<file path="config.mk">
export PLATFORM = sky130hd
export DESIGN_NAME = i2c_bus_arbiter_flat
export DESIGN_NICKNAME = d
export VERILOG_FILES = /design/src/rtl/i2c_bus_arbiter_pkg.sv /design/src/rtl/i2c_bus_arbiter_if.sv /design/src/rtl/i2c_bus_arbiter_ms_tick_gen.sv /design/src/rtl/i2c_bus_arbiter.sv /design/src/flat_wrapper.sv
export SDC_FILE = /design/constraint.sdc
export NUM_CORES = 1
export LEC_CHECK = 0
export ABC_AREA = 1
export BUFFER_PORTS_ARGS = -buffer_cell sky130_fd_sc_hd__buf_2
export CORE_ASPECT_RATIO = 1.25
export CORE_MARGIN = 2
export CORE_UTILIZATION = 40
export DETAILED_ROUTE_END_ITERATION = 6
export MAX_ROUTING_LAYER = met4
export PLACE_DENSITY_LB_ADDON = 0.12
export SLEW_MARGIN = 40
export SYNTH_ARGS = -nofsm -noshare
export SYNTH_HDL_FRONTEND = slang
export SYNTH_SLANG_ARGS = --single-unit
export TNS_END_PERCENT = 1
</file>
<file path="constraint.sdc">
create_clock -name i_clk -period 2.71 [get_ports i_clk]
set_input_delay 0.4065 -clock i_clk [delete_from_list [all_inputs] [get_ports i_clk]]
set_output_delay 0.4065 -clock i_clk [all_outputs]
set_load 0.02 [all_outputs]
</file>
<file path="src/rtl/i2c_bus_arbiter_pkg.sv">
// Shared definitions for the I2C bus arbiter: FSM state encoding plus
// small elaboration-time helpers (ceil-log2 width, max, one-hot decode).
package i2c_bus_arbiter_pkg;

    typedef enum logic [1:0] {
        ST_IDLE      = 2'd0,
        ST_WAIT_BUSY = 2'd1,
        ST_RUN       = 2'd2,
        ST_GAP       = 2'd3
    } state_t;

    // Ceil-log2 with a floor of 1 so a counter is never zero bits wide.
    function automatic int clog2(input int v);
        int r = 1;
        while ((1 << r) < v) r++;
        return r;
    endfunction

    function automatic int max2(input int a, input int b);
        return (a > b) ? a : b;
    endfunction

    function automatic logic [31:0] onehot(input int idx);
        return 32'd1 << idx;
    endfunction

endpackage

</file>
<file path="src/rtl/i2c_bus_arbiter_if.sv">
// Request/grant and I2C-master handshake bundle for the bus arbiter.
//   i_req       requester level requests      i_i2c_busy  master busy level
//   o_i2c_start 1-cycle master start pulse    o_gnt       one-hot grant
//   o_done      1-cycle completion pulse      o_timeout   1-cycle abort pulse
//   o_idle      arbiter is in IDLE
// slave  : arbiter side.  master : requesters + I2C master side.
interface i2c_bus_arbiter_if #(
    parameter int N_REQ = 3
);
    logic [N_REQ-1:0] i_req;
    logic             i_i2c_busy;
    logic             o_i2c_start;
    logic [N_REQ-1:0] o_gnt;
    logic [N_REQ-1:0] o_done;
    logic [N_REQ-1:0] o_timeout;
    logic             o_idle;

    modport slave (
        input  i_req, i_i2c_busy,
        output o_i2c_start, o_gnt, o_done, o_timeout, o_idle
    );

    modport master (
        output i_req, i_i2c_busy,
        input  o_i2c_start, o_gnt, o_done, o_timeout, o_idle
    );
endinterface

</file>
<file path="src/rtl/i2c_bus_arbiter_ms_tick_gen.sv">
// Millisecond timebase: prescaler 0..CLK_PER_MS-1 and a saturating ms count.
// Ports: clk, rst_n (sync, active-low), clr (sync clear),
//        tick (prescaler at terminal count), ms (elapsed whole ms).
module ms_tick_gen
    import i2c_bus_arbiter_pkg::*;
#(
    parameter int CLK_PER_MS = 60000,
    parameter int MS_W       = 8
) (
    input  logic            clk,
    input  logic            rst_n,
    input  logic            clr,
    output logic            tick,
    output logic [MS_W-1:0] ms
);
    localparam int PW = clog2(CLK_PER_MS);

    logic [PW-1:0] pre;

    assign tick = (pre == PW'(CLK_PER_MS - 1));

    always_ff @(posedge clk) begin
        if (!rst_n || clr) begin
            pre <= '0;
            ms  <= '0;
        end else if (tick) begin
            pre <= '0;
            if (ms != '1) ms <= ms + 1'b1;  // saturate rather than wrap
        end else begin
            pre <= pre + 1'b1;
        end
    end
endmodule

</file>
<file path="src/rtl/i2c_bus_arbiter.sv">
// Shares one I2C master among N_REQ requesters. Round-robin grant, start
// pulse, completion on busy falling edge, per-transaction timeout and a
// fixed idle gap after every transaction.
// Ports: i_clk, i_rst_n (sync, active-low), bus (i2c_bus_arbiter_if.slave).
module i2c_bus_arbiter
    import i2c_bus_arbiter_pkg::*;
#(
    parameter int N_REQ      = 3,
    parameter int CLK_PER_MS = 60000,
    parameter int GAP_MS     = 15,
    parameter int TIMEOUT_MS = 200
) (
    input  logic                 i_clk,
    input  logic                 i_rst_n,
    i2c_bus_arbiter_if.slave     bus
);
    localparam int IW   = clog2(N_REQ);
    localparam int MS_W = clog2(max2(GAP_MS, TIMEOUT_MS) + 1);

    state_t            state, nxt;
    logic [IW-1:0]     ptr, win, pick;
    logic              any_req;
    logic              busy_d, fall;
    logic              tick, tmr_clr, to_exp, gap_exp;
    logic [MS_W-1:0]   ms;
    logic              start_nxt;
    logic [N_REQ-1:0]  win_oh, done_nxt, to_nxt;

    // The timebase is not cleared on WAIT_BUSY->RUN: the timeout window
    // runs from grant to busy fall across both states.
    assign tmr_clr = (state == ST_IDLE) || ((nxt != state) && (nxt != ST_RUN));

    ms_tick_gen #(.CLK_PER_MS(CLK_PER_MS), .MS_W(MS_W)) u_tmr (
        .clk  (i_clk),
        .rst_n(i_rst_n),
        .clr  (tmr_clr),
        .tick (tick),
        .ms   (ms)
    );

    // Expiry fires on the last cycle of the window, so the registered
    // pulse / state change lands exactly N ms after state entry.
    assign to_exp  = tick && (ms == MS_W'(TIMEOUT_MS - 1));
    assign gap_exp = tick && (ms == MS_W'(GAP_MS - 1));
    assign fall    = busy_d && !bus.i_i2c_busy;
    assign win_oh  = N_REQ'(onehot(int'(win)));

    // Round-robin: first requester at or after ptr, wrapping.
    always_comb begin
        pick    = ptr;
        any_req = 1'b0;
        for (int i = 0; i < N_REQ; i++) begin
            int idx;
            idx = int'(ptr) + i;
            if (idx >= N_REQ) idx -= N_REQ;
            if (!any_req && bus.i_req[IW'(idx)]) begin
                any_req = 1'b1;
                pick    = IW'(idx);
            end
        end
    end

    always_ff @(posedge i_clk) begin
        if (!i_rst_n) begin
            state           <= ST_IDLE;
            ptr             <= '0;
            win             <= '0;
            busy_d          <= 1'b0;
            bus.o_i2c_start <= 1'b0;
            bus.o_done      <= '0;
            bus.o_timeout   <= '0;
        end else begin
            state           <= nxt;
            busy_d          <= bus.i_i2c_busy;
            bus.o_i2c_start <= start_nxt;
            bus.o_done      <= done_nxt;
            bus.o_timeout   <= to_nxt;
            if (state == ST_IDLE && any_req) begin
                win <= pick;
                ptr <= (pick == IW'(N_REQ - 1)) ? '0 : pick + 1'b1;
            end
        end
    end

    always_comb begin
        nxt = state;
        case (state)
            ST_IDLE:      if (any_req) nxt = ST_WAIT_BUSY;
            // Timeout takes priority over a late busy rise.
            ST_WAIT_BUSY: if (to_exp) nxt = ST_GAP;
                          else if (bus.i_i2c_busy) nxt = ST_RUN;
            ST_RUN:       if (fall || to_exp) nxt = ST_GAP;
            ST_GAP:       if (gap_exp) nxt = ST_IDLE;
            default:      nxt = ST_IDLE;
        endcase
    end

    // Registered-output next values; done beats timeout on the same cycle.
    always_comb begin
        start_nxt = (state == ST_IDLE) && any_req;
        done_nxt  = (state == ST_RUN && fall) ? win_oh : '0;
        to_nxt    = '0;
        if ((state == ST_WAIT_BUSY && to_exp) || (state == ST_RUN && to_exp && !fall))
            to_nxt = win_oh;
    end

    assign bus.o_gnt  = (state == ST_WAIT_BUSY || state == ST_RUN) ? win_oh : '0;
    assign bus.o_idle = (state == ST_IDLE);
endmodule

</file>
<file path="src/flat_wrapper.sv">
// flat-port wrapper written by rule: the top's interface ports become plain ports
module i2c_bus_arbiter_flat import i2c_bus_arbiter_pkg::*;
#(
    parameter int N_REQ      = 3,
    parameter int CLK_PER_MS = 60000,
    parameter int GAP_MS     = 15,
    parameter int TIMEOUT_MS = 200
)
  (i_clk, i_rst_n, bus_i_req, bus_i_i2c_busy, bus_o_i2c_start, bus_o_gnt, bus_o_done, bus_o_timeout, bus_o_idle);
  i2c_bus_arbiter_if #(.N_REQ(N_REQ)) bus_i ();
  input  logic i_clk;
  input  logic i_rst_n;
  input wire logic [$bits(bus_i.i_req)-1:0] bus_i_req;
  input wire logic [$bits(bus_i.i_i2c_busy)-1:0] bus_i_i2c_busy;
  output wire logic [$bits(bus_i.o_i2c_start)-1:0] bus_o_i2c_start;
  output wire logic [$bits(bus_i.o_gnt)-1:0] bus_o_gnt;
  output wire logic [$bits(bus_i.o_done)-1:0] bus_o_done;
  output wire logic [$bits(bus_i.o_timeout)-1:0] bus_o_timeout;
  output wire logic [$bits(bus_i.o_idle)-1:0] bus_o_idle;
  assign bus_i.i_req = bus_i_req;
  assign bus_i.i_i2c_busy = bus_i_i2c_busy;
  assign bus_o_i2c_start = bus_i.o_i2c_start;
  assign bus_o_gnt = bus_i.o_gnt;
  assign bus_o_done = bus_i.o_done;
  assign bus_o_timeout = bus_i.o_timeout;
  assign bus_o_idle = bus_i.o_idle;
  i2c_bus_arbiter #(.N_REQ(N_REQ), .CLK_PER_MS(CLK_PER_MS), .GAP_MS(GAP_MS), .TIMEOUT_MS(TIMEOUT_MS)) u_core (.i_clk(i_clk), .i_rst_n(i_rst_n), .bus(bus_i));
endmodule
</file>
Word level (Yosys, flattened, before mapping)
Index checks and enable logic that the tools add are counted.
{ "op_classes": {"add_sub_neg": 8, "n_mux": 26, "order_cmp": 6, "eq_ne": 10, "n_shift": 1, "n_reduce_logical": 26} }
{ "ops": {"columns": ["operator", "n"], "rows": [
  ["$mux 2", 12],
  ["$add 16x1->16 const B", 1],
  ["$eq 16x16->1 const B", 1],
  ["$lt 2x4->1 const B", 3],
  ["$logic_and 1x1->1", 11],
  ["$mux 1", 9],
  ["$add 8x1->8 const B", 1],
  ["$eq 8x4->1 const B", 1],
  ["$eq 8x8->1 const B", 1],
  ["$ne 8x8->1 const B", 1],
  ["$pmux 2 s4", 1],
  ["$bmux 1 s2", 3],
  ["$eq 2x2->1 const B", 3],
  ["$ge 3x2->1 const B", 2],
  ["$reduce_and 2->1", 3],
  ["$logic_not 1->1", 5],
  ["$logic_or 1x1->1", 5],
  ["$sub 2x1->2 const B", 2],
  ["$add 2x1->3 const B", 1],
  ["$add 2x2->3 const B", 1],
  ["$mux 3", 1],
  ["$shl 1x2->3 const A", 1],
  ["$add 2x1->2 const B", 1],
  ["$eq 2x1->1 const B", 1],
  ["other kinds (6)", 6]
]} }
{ "word_totals": {"in_bits": 6, "regBits": 38, "output_inout_bits": 11, "wordCells": 86} }

Logic depth before layout (Yosys ltp)
Gate-level depths: netlist of the first run.
{ "depth": {"word_depth": 19, "ltp_mapped": 17, "mapped_depth_nobuf": 16} }

Hierarchy
Synthesis of the first run repeated with hierarchy kept, for this count alone.
{ "unflattened": {"hier_cells": 384, "hier_area_um2": 2417.3} }
{ "by_module_without_submodules": {"columns": ["mod", "cells_per_inst", "area_each_um2", "instances", "seq_area_each_um2"], "rows": [
  ["ms_tick_gen", 220, 1376.3, 1, 480.5],
  ["i2c_bus_arbiter", 164, 1041.0, 1, 280.3]
]} }

Worst setup path after synthesis of the first run
No wires, ideal clock.
{ "synth_timing": {"kind": "register to register", "start": "register u_core.ptr[0]", "end": "register u_core.u_tmr.pre[14]", "path_stages_with_launch": 15, "slack_ps": 672, "setup_ps": 61, "t_arrival_ps": 1977, "period_less_slack_ps": 2038, "path_buffers": 1, "required_ps": 2649, "path_cell_list": "dfxtp_1 inv_1 ha_1 inv_1 nand2_1 o221ai_2 nand2_1 inv_1 nand2_1 o21ai_0 o21ai_1 nand2_2 nand3_4 buf_12 nor2_4"} }
{ "synth_via": {"elab_chain_len": 19, "elab_cells_between_ends": 35, "cone_classes": "5 x add/sub; 3 x order compare; 2 x eq/ne; 17 x mux; 8 x reduce/logical"} }
{ "synth_rtl": {"columns": ["element", "line_no", "rtl"], "rows": [
  ["from (decl)", "i2c_bus_arbiter.sv:21", "logic [IW-1:0] ptr, win, pick;"],
  ["from (signal assigned)", "i2c_bus_arbiter.sv:80", "ptr <= (pick == IW'(N_REQ - 1)) ? '0 : pick + 1'b1;"],
  ["branches (longest 11 deep; another with $add 2x1->3)", null, null],
  ["$mux 1 (*)", "i2c_bus_arbiter.sv:56", "if (!any_req && bus.i_req[IW'(idx)]) begin"],
  ["$mux 2 (*)", "i2c_bus_arbiter.sv:88", "ST_IDLE: if (any_req) nxt = ST_WAIT_BUSY;"],
  ["$pmux 2 s4 (*)", "i2c_bus_arbiter.sv:87", "case (state)"],
  ["$ne 2x2->1", "i2c_bus_arbiter.sv:31", "assign tmr_clr = (state == ST_IDLE) || ((nxt != state) && (nxt != ST_RUN));"],
  ["$logic_and 1x1->1 (*)", "i2c_bus_arbiter.sv:31", null],
  ["$logic_or 1x1->1 (*)", "i2c_bus_arbiter.sv:31", null],
  ["$logic_or 1x1->1 (*)", "i2c_bus_arbiter_ms_tick_gen.sv:23", "if (!rst_n || clr) begin"],
  ["$reduce_or 2->1 (no line) (*)", null, null],
  ["to (signal assigned)", "i2c_bus_arbiter_ms_tick_gen.sv:30", "pre <= pre + 1'b1;"],
  ["to (decl)", "i2c_bus_arbiter_ms_tick_gen.sv:18", "logic [PW-1:0] pre;"]
]} }
Mark *: on every way between the ends. The select of a mux whose other input is x is not followed.
A chain may end at the register's enable or synchronous reset.

Final worst setup path of the first run
{ "layout_timing": {"start": "register u_core.ptr[0]", "end": "register u_core.u_tmr.pre[5]"} }
Same word-level chain as after synthesis.

==> metrics.md, run 1 <==
| Metric | Value |
|---|---|
| Run status | `finished, final reports clean` |
| Drt initial violations | `41` |
| Antenna violations before repair | `0` |
| CTS buffer count | `5` |
| Wire length of the first global-routing pass | `6670 um` |
| Endpoint of the worst hold-timing path | `u_core.busy_d` |
| Data arrival time of the worst path | `2.61 ns` |
| Horizontal die dimension | `69.6 um` |
| Rows | `29` |
| Hold_buf cts | `0` |
| Leakage dissipation | `0.00100 uW` |
| Total GRT Usage | `0.145` |
| Port Buffers | `16` |
| Final period util | `0.884` |
| # placed instances | `363` |
| Share of the synthesized netlist area taken by xor and xnor gates | `0.0854` |
| Worst flop-to-flop path endpoint | `u_core.u_tmr.pre[5]` |
| Area Growth Syn to Fin | `10.6%` |
| Compound-cell area share of the yosys netlist | `0.0534` |
| Mux share of post-synthesis cell area | `0` |
| Proportion of layout cells with a drive suffix above 1 | `0.178` |
| Number of search-and-repair iterations in the first detailed-routing pass | `4` |
| Average vias per placed instance | `4.54` |
| Core area | `5150 um^2` |
| Crit end category | `flop` |
| Worst-path clk slew | `0.07 ns` |
| Yosys reg bits | `38` |
| Number of nets in the layout | `325` |
| Fin Hold WS | `0.335 ns` |
| Data required time of the critical path | `2.93 ns` |
| # DRC | `0` |
| Startpoint of the lowest-slack hold path | `bus_i_i2c_busy` |
| Routed Antenna Nets | `0` |
| Via count of the first global-routing pass | `1630` |
| Die Area | `5990 um^2` |
| Worst voltage drop across the vdd grid | `583 uV` |
| Placed wire-length estimate | `2940 um` |
| Die Y | `86.1 um` |
| Simple-gate share of the synthesized area | `0.355` |
| Total negative slack for setup checks | `0 ns` |
| Power per Cell Area | `745 nW/um^2` |
| Post-synth top area cell | `sky130_fd_sc_hd__dfxtp_1` |
| Per-cell routed wire length | `10.2 um` |
| Cell depth of the worst flop-to-flop path | `13` |
| Final-report max-slew violation count | `0` |
| Register-to-register setup slack | `0.31 ns` |
| Fin Clk Skew | `0.00430 ns` |
| Largest cells by area after synthesis | `sky130_fd_sc_hd__dfxtp_1 35%, sky130_fd_sc_hd__nand2_1 9.8%, sky130_fd_sc_hd__nor2_1 8.7%, sky130_fd_sc_hd__inv_1 7.7%, sky130_fd_sc_hd__ha_1 6.4%` |
| Synth top area share | `0.353` |
| Sum of routed wire length over all layers | `3780 um` |
| Worst slew slack as a fraction of its limit | `0.741` |
| Final weighted congestion of routability-driven global placement | `0.855` |
| Synth Warn # | `0` |
| Tightest Pin Transition | `0.388 ns` |
| Maximum capacitance violations | `0` |
| Synth cell types | `28` |
| Worst hold path depth | `3` |
| Htree depth | `2` |
| Count of clock tree sinks | `38` |
| Number of inserted filler cells in the final layout | `557` |
| Placed cell areas | `2290 um^2` |
| Initial core utilization | `0.418` |
| Vias | `1684` |
| TritonCTS clock tree | `done` |
| Post-synthesis sequential area ratio | `0.353` |
| Post-CTS Repair Setup Buffers | `0` |
| Diodes inserted | `0` |
| Mapped cell area | `2150 um^2` |
| Syn Inst Count | `286` |
| Largest net degree at the start of global routing | `17` |
| Main combinational cell family by area after synthesis | `simple AND/OR/NAND/NOR gates` |
| Crit Path Category | `reg -> reg` |
| Commonest cells after routing, fill and taps aside | `56 x sky130_fd_sc_hd__nand2_1, 50 x sky130_fd_sc_hd__nor2_1, 44 x sky130_fd_sc_hd__inv_1` |
| Final-report setup violation count | `0` |
| Worst Setup Start Kind | `flop` |
| Clk Tree Root Cell | `sky130_fd_sc_hd__clkbuf_8` |
| Post-synthesis share of cell area spent on full adders, half adders and majority gates | `0.0639` |
| Buffer depth of the longest clock path | `2` |
| Overflow left after global routing | `0` |
| Startpoint of the lowest-slack register-to-register path | `u_core.ptr[0]` |
| Syn Area/Cell | `7.53 um^2` |
| Io pins | `17` |
| Commonest non-fill, non-tap cell in the layout | `sky130_fd_sc_hd__nand2_1` |
| Count of instances resized after the clock tree is built | `0` |
| Clock latency at the later pin of the worst-skew pair | `0.29 ns` |
| Post-layout instance area | `2380 um^2` |
| Worst min path class | `in -> reg` |
| Critical-path maximum fanout | `16` |
| Tmin final | `2.40 ns` |
| Final count of hold timing violations | `0` |
| Max Clk Rate | `417 MHz` |
| Filler-free cell count of the finished design | `371` |
| Synthesized net count | `303` |
| RSZ-0062 raised after global routing | `false` |
[kinds of logic (layout without fill, tap and decap cells)]
family	count (synthesis)	count (layout)
AOI/OAI and AO/OA	17	17
xor gates and xnor gates	21	21
adders and majority gates	11	11
buffers and inverters	47	70
DFF	38	38
and+or+nand+nor	152	152
[critical path: stages, from the launching register on]
cell and delay, ns:
sky130_fd_sc_hd__dfxtp_1 0.38, sky130_fd_sc_hd__inv_1 0.09, sky130_fd_sc_hd__ha_1 0.35, sky130_fd_sc_hd__inv_1 0.12
sky130_fd_sc_hd__nand2_1 0.07, sky130_fd_sc_hd__o221ai_2 0.18, sky130_fd_sc_hd__nand2_1 0.12, sky130_fd_sc_hd__inv_1 0.09
sky130_fd_sc_hd__nand2_1 0.06, sky130_fd_sc_hd__o21ai_0 0.15, sky130_fd_sc_hd__o21ai_1 0.12, sky130_fd_sc_hd__nand2_2 0.11
sky130_fd_sc_hd__nand3_4 0.30, sky130_fd_sc_hd__nor2_1 0.19
[metrics by stage]
step	power, uW	util	worst slack [ns]
global route	1930	0.463	0.00461
finish	1780	0.463	0.314
floorplan	1270	-	0.672
detailed placement	1400	0.445	0.313
global placement	1400	0.445	0.421
CTS	1810	0.463	0.294
[cell type report]
type / count / area (um^2) / share of cell area
Multi-Input combinational cell: 201 / 1200 / 0.504
Sequential cell: 38 / 761 / 0.319
Inverter: 46 / 173 / 0.0724
Clock buffer: 7 / 86.3 / 0.0362
Timing Repair Buffer: 16 / 80.1 / 0.0336
Tap cell: 62 / 77.6 / 0.0325
Clock inverter: 1 / 5.00 / 0.00210
[layer usage]
| layer | vias up | GRT usage | wire length (um) |
|---|---|---|---|
| li1 | 915 | - | - |
| met1 | 742 | 0.142 | 1620 |
| met2 | 22 | 0.269 | 1970 |
| met3 | 5 | 0.0353 | 113 |
| met4 | 0 | 0.0682 | 80 |
| met5 | - | - | 0 |
[cell usage after synthesis]
cell type	instances
sky130_fd_sc_hd__o21ai_1	1
sky130_fd_sc_hd__o21bai_1	1
sky130_fd_sc_hd__o21ai_0	6
sky130_fd_sc_hd__ha_1	11
sky130_fd_sc_hd__nor2_2	4
sky130_fd_sc_hd__or2_2	2
sky130_fd_sc_hd__nor2_4	11
sky130_fd_sc_hd__nor3_4	1
sky130_fd_sc_hd__buf_12	1
sky130_fd_sc_hd__nand4_1	3
sky130_fd_sc_hd__nand2_2	4
sky130_fd_sc_hd__dfxtp_1	38
sky130_fd_sc_hd__inv_2	2
sky130_fd_sc_hd__xor2_1	14
sky130_fd_sc_hd__a21oi_4	1
sky130_fd_sc_hd__o2111ai_1	1
sky130_fd_sc_hd__o211ai_1	1
sky130_fd_sc_hd__nor2_1	50
sky130_fd_sc_hd__o221ai_2	1
sky130_fd_sc_hd__nand2_1	56
sky130_fd_sc_hd__nor4_2	1
sky130_fd_sc_hd__nand3_2	4
sky130_fd_sc_hd__a21oi_1	5
sky130_fd_sc_hd__nor3_1	2
sky130_fd_sc_hd__inv_1	44
sky130_fd_sc_hd__xnor2_1	7
sky130_fd_sc_hd__nand3_1	13
sky130_fd_sc_hd__nand3_4	1
[power by group]
group | switching, uW | total, uW | internal [uW]
Combinational | 496 | 722 | 226
Sequential | 45.9 | 654 | 608
Clock | 196 | 401 | 205
[worst max-delay path by stage]
stage	cells after the start	end	slack, ns	startpoint
floorplan	14	u_core.u_tmr.pre[14]	0.67	u_core.ptr[0]
CTS	13	u_core.u_tmr.pre[5]	0.29	u_core.ptr[0]
global placement	13	u_core.u_tmr.pre[9]	0.42	u_core.ptr[0]
finish	13	u_core.u_tmr.pre[5]	0.31	u_core.ptr[0]
detailed placement	13	u_core.u_tmr.pre[5]	0.31	u_core.ptr[0]
global route	13	u_core.u_tmr.pre[6]	0.005	u_core.ptr[0]
[state kept, by name (all words and copies together) (netlist names)]
register / flops
u_core.win: 2
u_core.u_tmr.ms: 8
u_core.bus.o_timeout: 3
u_core.busy_d: 1
u_core.bus.o_done: 3
u_core.ptr: 2
u_core.u_tmr.pre: 16
u_core.state: 2
u_core.bus.o_i2c_start: 1
Note: power is estimated with default switching activity, not from simulation.
==> run 2, diff against run 1 <==
Settings changed: RECOVER_POWER from default to 100.
==> metrics.md, run 2 (same netlist as run 1, synthesis figures left out) <==
| Metric | Value |
|---|---|
| Worst Path Buf+Inv | `3 (unchanged)` |
| Count of instances resized after the clock tree is built | `0 (unchanged)` |
| Commonest non-fill, non-tap cell in the layout | `sky130_fd_sc_hd__nand2_1` |
| Final period util | `0.880 (-0.00396)` |
| Worst flop-to-flop path endpoint | `u_core.u_tmr.pre[0]` |
| Routed Antenna Nets | `0 (unchanged)` |
| Average vias per placed instance | `4.56 (+0.42%)` |
| Slowest cell on the critical path | `sky130_fd_sc_hd__dfxtp_1` |
| Power per Cell Area | `748 nW/um^2 (+0.32%)` |
| Buffer depth of the longest clock path | `2 (unchanged)` |
| Data arrival time of the worst path | `2.60 ns (about the same)` |
| Number of inserted filler cells in the final layout | `559 (+0.36%)` |
| Leakage dissipation | `0.000952 uW (-4.8%)` |
| Sum of routed wire length over all layers | `3780 um (-0.11%)` |
| Worst setup margin | `0.324 ns (+0.0107 ns)` |
| Rows | `29 (unchanged)` |
| Total negative slack for setup checks | `0 ns (unchanged)` |
| Crit path to | `u_core.u_tmr.pre[0]` |
| Die Y | `86.1 um (unchanged)` |
| Number of flip-flops in the largest register | `16 (unchanged)` |
| Htree depth | `2 (unchanged)` |
| Cell class contributing the biggest share of worst-path delay | `simple AND/OR/NAND/NOR gates` |
| Startpoint of the worst setup timing path | `u_core.ptr[0]` |
| Io pins | `17 (unchanged)` |
| # DRC | `0 (unchanged)` |
| Proportion of layout cells with a drive suffix above 1 | `0.123 (-0.0550)` |
| Area taken by multi-input logic gates | `1180 um^2 (-2.1%)` |
| Final weighted congestion of routability-driven global placement | `0.855 (unchanged)` |
| Total GRT Usage | `0.145 (unchanged)` |
| Number of cells on the critical path | `13 (unchanged)` |
| Worst-path clk slew | `0.07 ns (about the same)` |
| Startpoint of the lowest-slack register-to-register path | `u_core.ptr[0]` |
| Core area | `5150 um^2 (unchanged)` |
| Net Switching | `727 uW (-1.4%)` |
| Gate power share | `0.400 (-0.006)` |
| Worst Setup Start Kind | `flop` |
| Max Clk Rate | `419 MHz (+0.45%)` |
| Port Buffers | `16 (unchanged)` |
| End-of-flow core utilization | `0.455 (-0.00777)` |
| Fin Clk Skew | `0.00398 ns (-0.000320 ns)` |
| Area Growth Syn to Fin | `8.77%` |
| Wire length of the first global-routing pass | `6670 um (unchanged)` |
| Post-layout instance area | `2340 um^2 (-1.7%)` |
| Vias | `1691 (+0.42%)` |
| Final count of hold timing violations | `0 (unchanged)` |
| TritonCTS clock tree | `done` |
| Final-report max-slew violation count | `0 (unchanged)` |
| Per-cell routed wire length | `10.2 um (-0.11%)` |
| Clk Tree Root Cell | `sky130_fd_sc_hd__clkbuf_8` |
| RSZ-0062 raised after global routing | `false` |
| Horizontal die dimension | `69.6 um (unchanged)` |
| Post-CTS Repair Setup Buffers | `0 (unchanged)` |
| Initial core utilization | `0.418 (unchanged)` |
| CTS buffer count | `5 (unchanged)` |
| Maximum capacitance violations | `0 (unchanged)` |
| Top reg by flops | `u_core.u_tmr.pre` |
| Crit end category | `flop` |
| Drt initial violations | `32 (-22%)` |
| Data required time of the critical path | `2.92 ns (about the same)` |
| Count of clock tree sinks | `38 (unchanged)` |
| Placed wire-length estimate | `2940 um (unchanged)` |
| Portion of total power attributed to sequential cells | `0.371 (+0.003)` |
| Number of search-and-repair iterations in the first detailed-routing pass | `4 (unchanged)` |
| Number of nets in the layout | `325 (unchanged)` |
| Antenna violations before repair | `0 (unchanged)` |
| Registers with the most flip-flops | `u_core.u_tmr.pre x16, u_core.u_tmr.ms x8` |
| Tightest Pin Transition | `0.353 ns (-0.0353 ns)` |
| Die Area | `5990 um^2 (unchanged)` |
| Cell depth of the worst flop-to-flop path | `13 (unchanged)` |
| Diodes inserted | `0 (unchanged)` |
| Internal power component | `1030 uW (-1.3%)` |
| Tmin final | `2.39 ns (-0.0107 ns)` |
| Clock network power share | `0.229 (+0.003)` |
| Largest net degree at the start of global routing | `17 (unchanged)` |
| Share of total power consumed by net switching | `0.415 (about the same)` |
| Post-place setup slack | `0.313 ns (unchanged)` |
| Flip-flop and latch area | `761 um^2 (unchanged)` |
| Clock latency at the later pin of the worst-skew pair | `0.29 ns (about the same)` |
| Peak per-stage delay on the critical path | `0.38 ns (about the same)` |
| Crit Path Category | `reg -> reg` |
| Critical Path, Cell by Cell | `inv_1 > ha_1 > inv_1 > nand2_1 > o221ai_2 > nand2_1 > inv_1 > nand2_1 > o21ai_0 > o21ai_1 > nand2_2 > nand3_4 > nor2_1` |
| Final-report setup violation count | `0 (unchanged)` |
| Commonest cells after routing, fill and taps aside | `57 x sky130_fd_sc_hd__nand2_1, 53 x sky130_fd_sc_hd__nor2_1, 44 x sky130_fd_sc_hd__inv_1` |
| Critical-path maximum fanout | `16 (unchanged)` |
| Worst voltage drop across the vdd grid | `579 uV (-0.69%)` |
| Overflow left after global routing | `0 (unchanged)` |
| Worst min path class | `in -> reg` |
| Run status | `finished, final reports clean` |
| Placed cell areas | `2290 um^2 (unchanged)` |
| Register-to-register setup slack | `0.32 ns (about the same)` |
| Worst slew slack as a fraction of its limit | `0.765 (+0.0235)` |
| Hold_buf cts | `0 (unchanged)` |
| Via count of the first global-routing pass | `1630 (unchanged)` |
-- run 2: cell types whose count changed in the layout (fill, tap and decap cells not counted) --
cell and delta:
sky130_fd_sc_hd__nand2_1 +1, sky130_fd_sc_hd__buf_2 -12, sky130_fd_sc_hd__nor2_4 -2, sky130_fd_sc_hd__nor2_1 +3, sky130_fd_sc_hd__nand2_2 -1, sky130_fd_sc_hd__nand3_1 +1, sky130_fd_sc_hd__nand3_2 -1, sky130_fd_sc_hd__clkbuf_1 +12
sky130_fd_sc_hd__nor2_2 -1
-- run 2: how the worst min path moves through the flow --
stage	from	endpoint	slack, ns	depth (start not counted)
2_1_floorplan	u_core.u_tmr.pre[0]	u_core.u_tmr.pre[0]	0.45	1
6_report	bus_i_i2c_busy	u_core.busy_d	0.33	3
4_1_cts	bus_i_i2c_busy	u_core.busy_d	0.33	3
3_3_place_gp	u_core.u_tmr.pre[0]	u_core.u_tmr.pre[0]	0.46	1
5_1_grt	bus_i_i2c_busy	u_core.busy_d	0.35	3
3_5_place_dp	u_core.u_tmr.pre[0]	u_core.u_tmr.pre[0]	0.48	1
-- run 2: worst reg2reg max path, cell delays in order (launching register included) --
cell	delay, ns
sky130_fd_sc_hd__dfxtp_1	0.38
sky130_fd_sc_hd__inv_1	0.09
sky130_fd_sc_hd__ha_1	0.35
sky130_fd_sc_hd__inv_1	0.12
sky130_fd_sc_hd__nand2_1	0.07
sky130_fd_sc_hd__o221ai_2	0.18
sky130_fd_sc_hd__nand2_1	0.13
sky130_fd_sc_hd__inv_1	0.09
sky130_fd_sc_hd__nand2_1	0.06
sky130_fd_sc_hd__o21ai_0	0.15
sky130_fd_sc_hd__o21ai_1	0.12
sky130_fd_sc_hd__nand2_2	0.11
sky130_fd_sc_hd__nand3_4	0.28
sky130_fd_sc_hd__nor2_1	0.20
-- run 2: per-stage QoR --
stage,total power (uW),hold WS (ns),std cells
floorplan,1270,0.447,286
global placement,1400,0.465,363
detailed placement,1400,0.476,363
CTS,1810,0.330,371
global route,1900,0.354,371
finish,1750,0.335,371
-- run 2: per-layer routing --
metal / wire (um) / GRT usage / vias to the layer above
met3: 118 / 0.0353 / 5
li1: - / - / 915
met2: 1970 / 0.269 / 26
met5: 0 / - / -
met4: 80 / 0.0682 / 0
met1: 1610 / 0.142 / 745
-- run 2: area by class of cell --
class                   instances  area share
flip-flops and latches         38       0.325
multi-input cells             201       0.502
well taps                      62      0.0331
clock buffers                   7      0.0368
inverters                      46      0.0737
clock inverters                 1     0.00214
repair buffers                 16      0.0278
-- run 2: power by group through the flow --
stage,clock network [uW],logic (uW),registers (uW)
floorplan,0,598,668
global placement,0,732,667
detailed placement,0,735,668
CTS,422,738,655
global route,438,808,658
finish,401,701,650
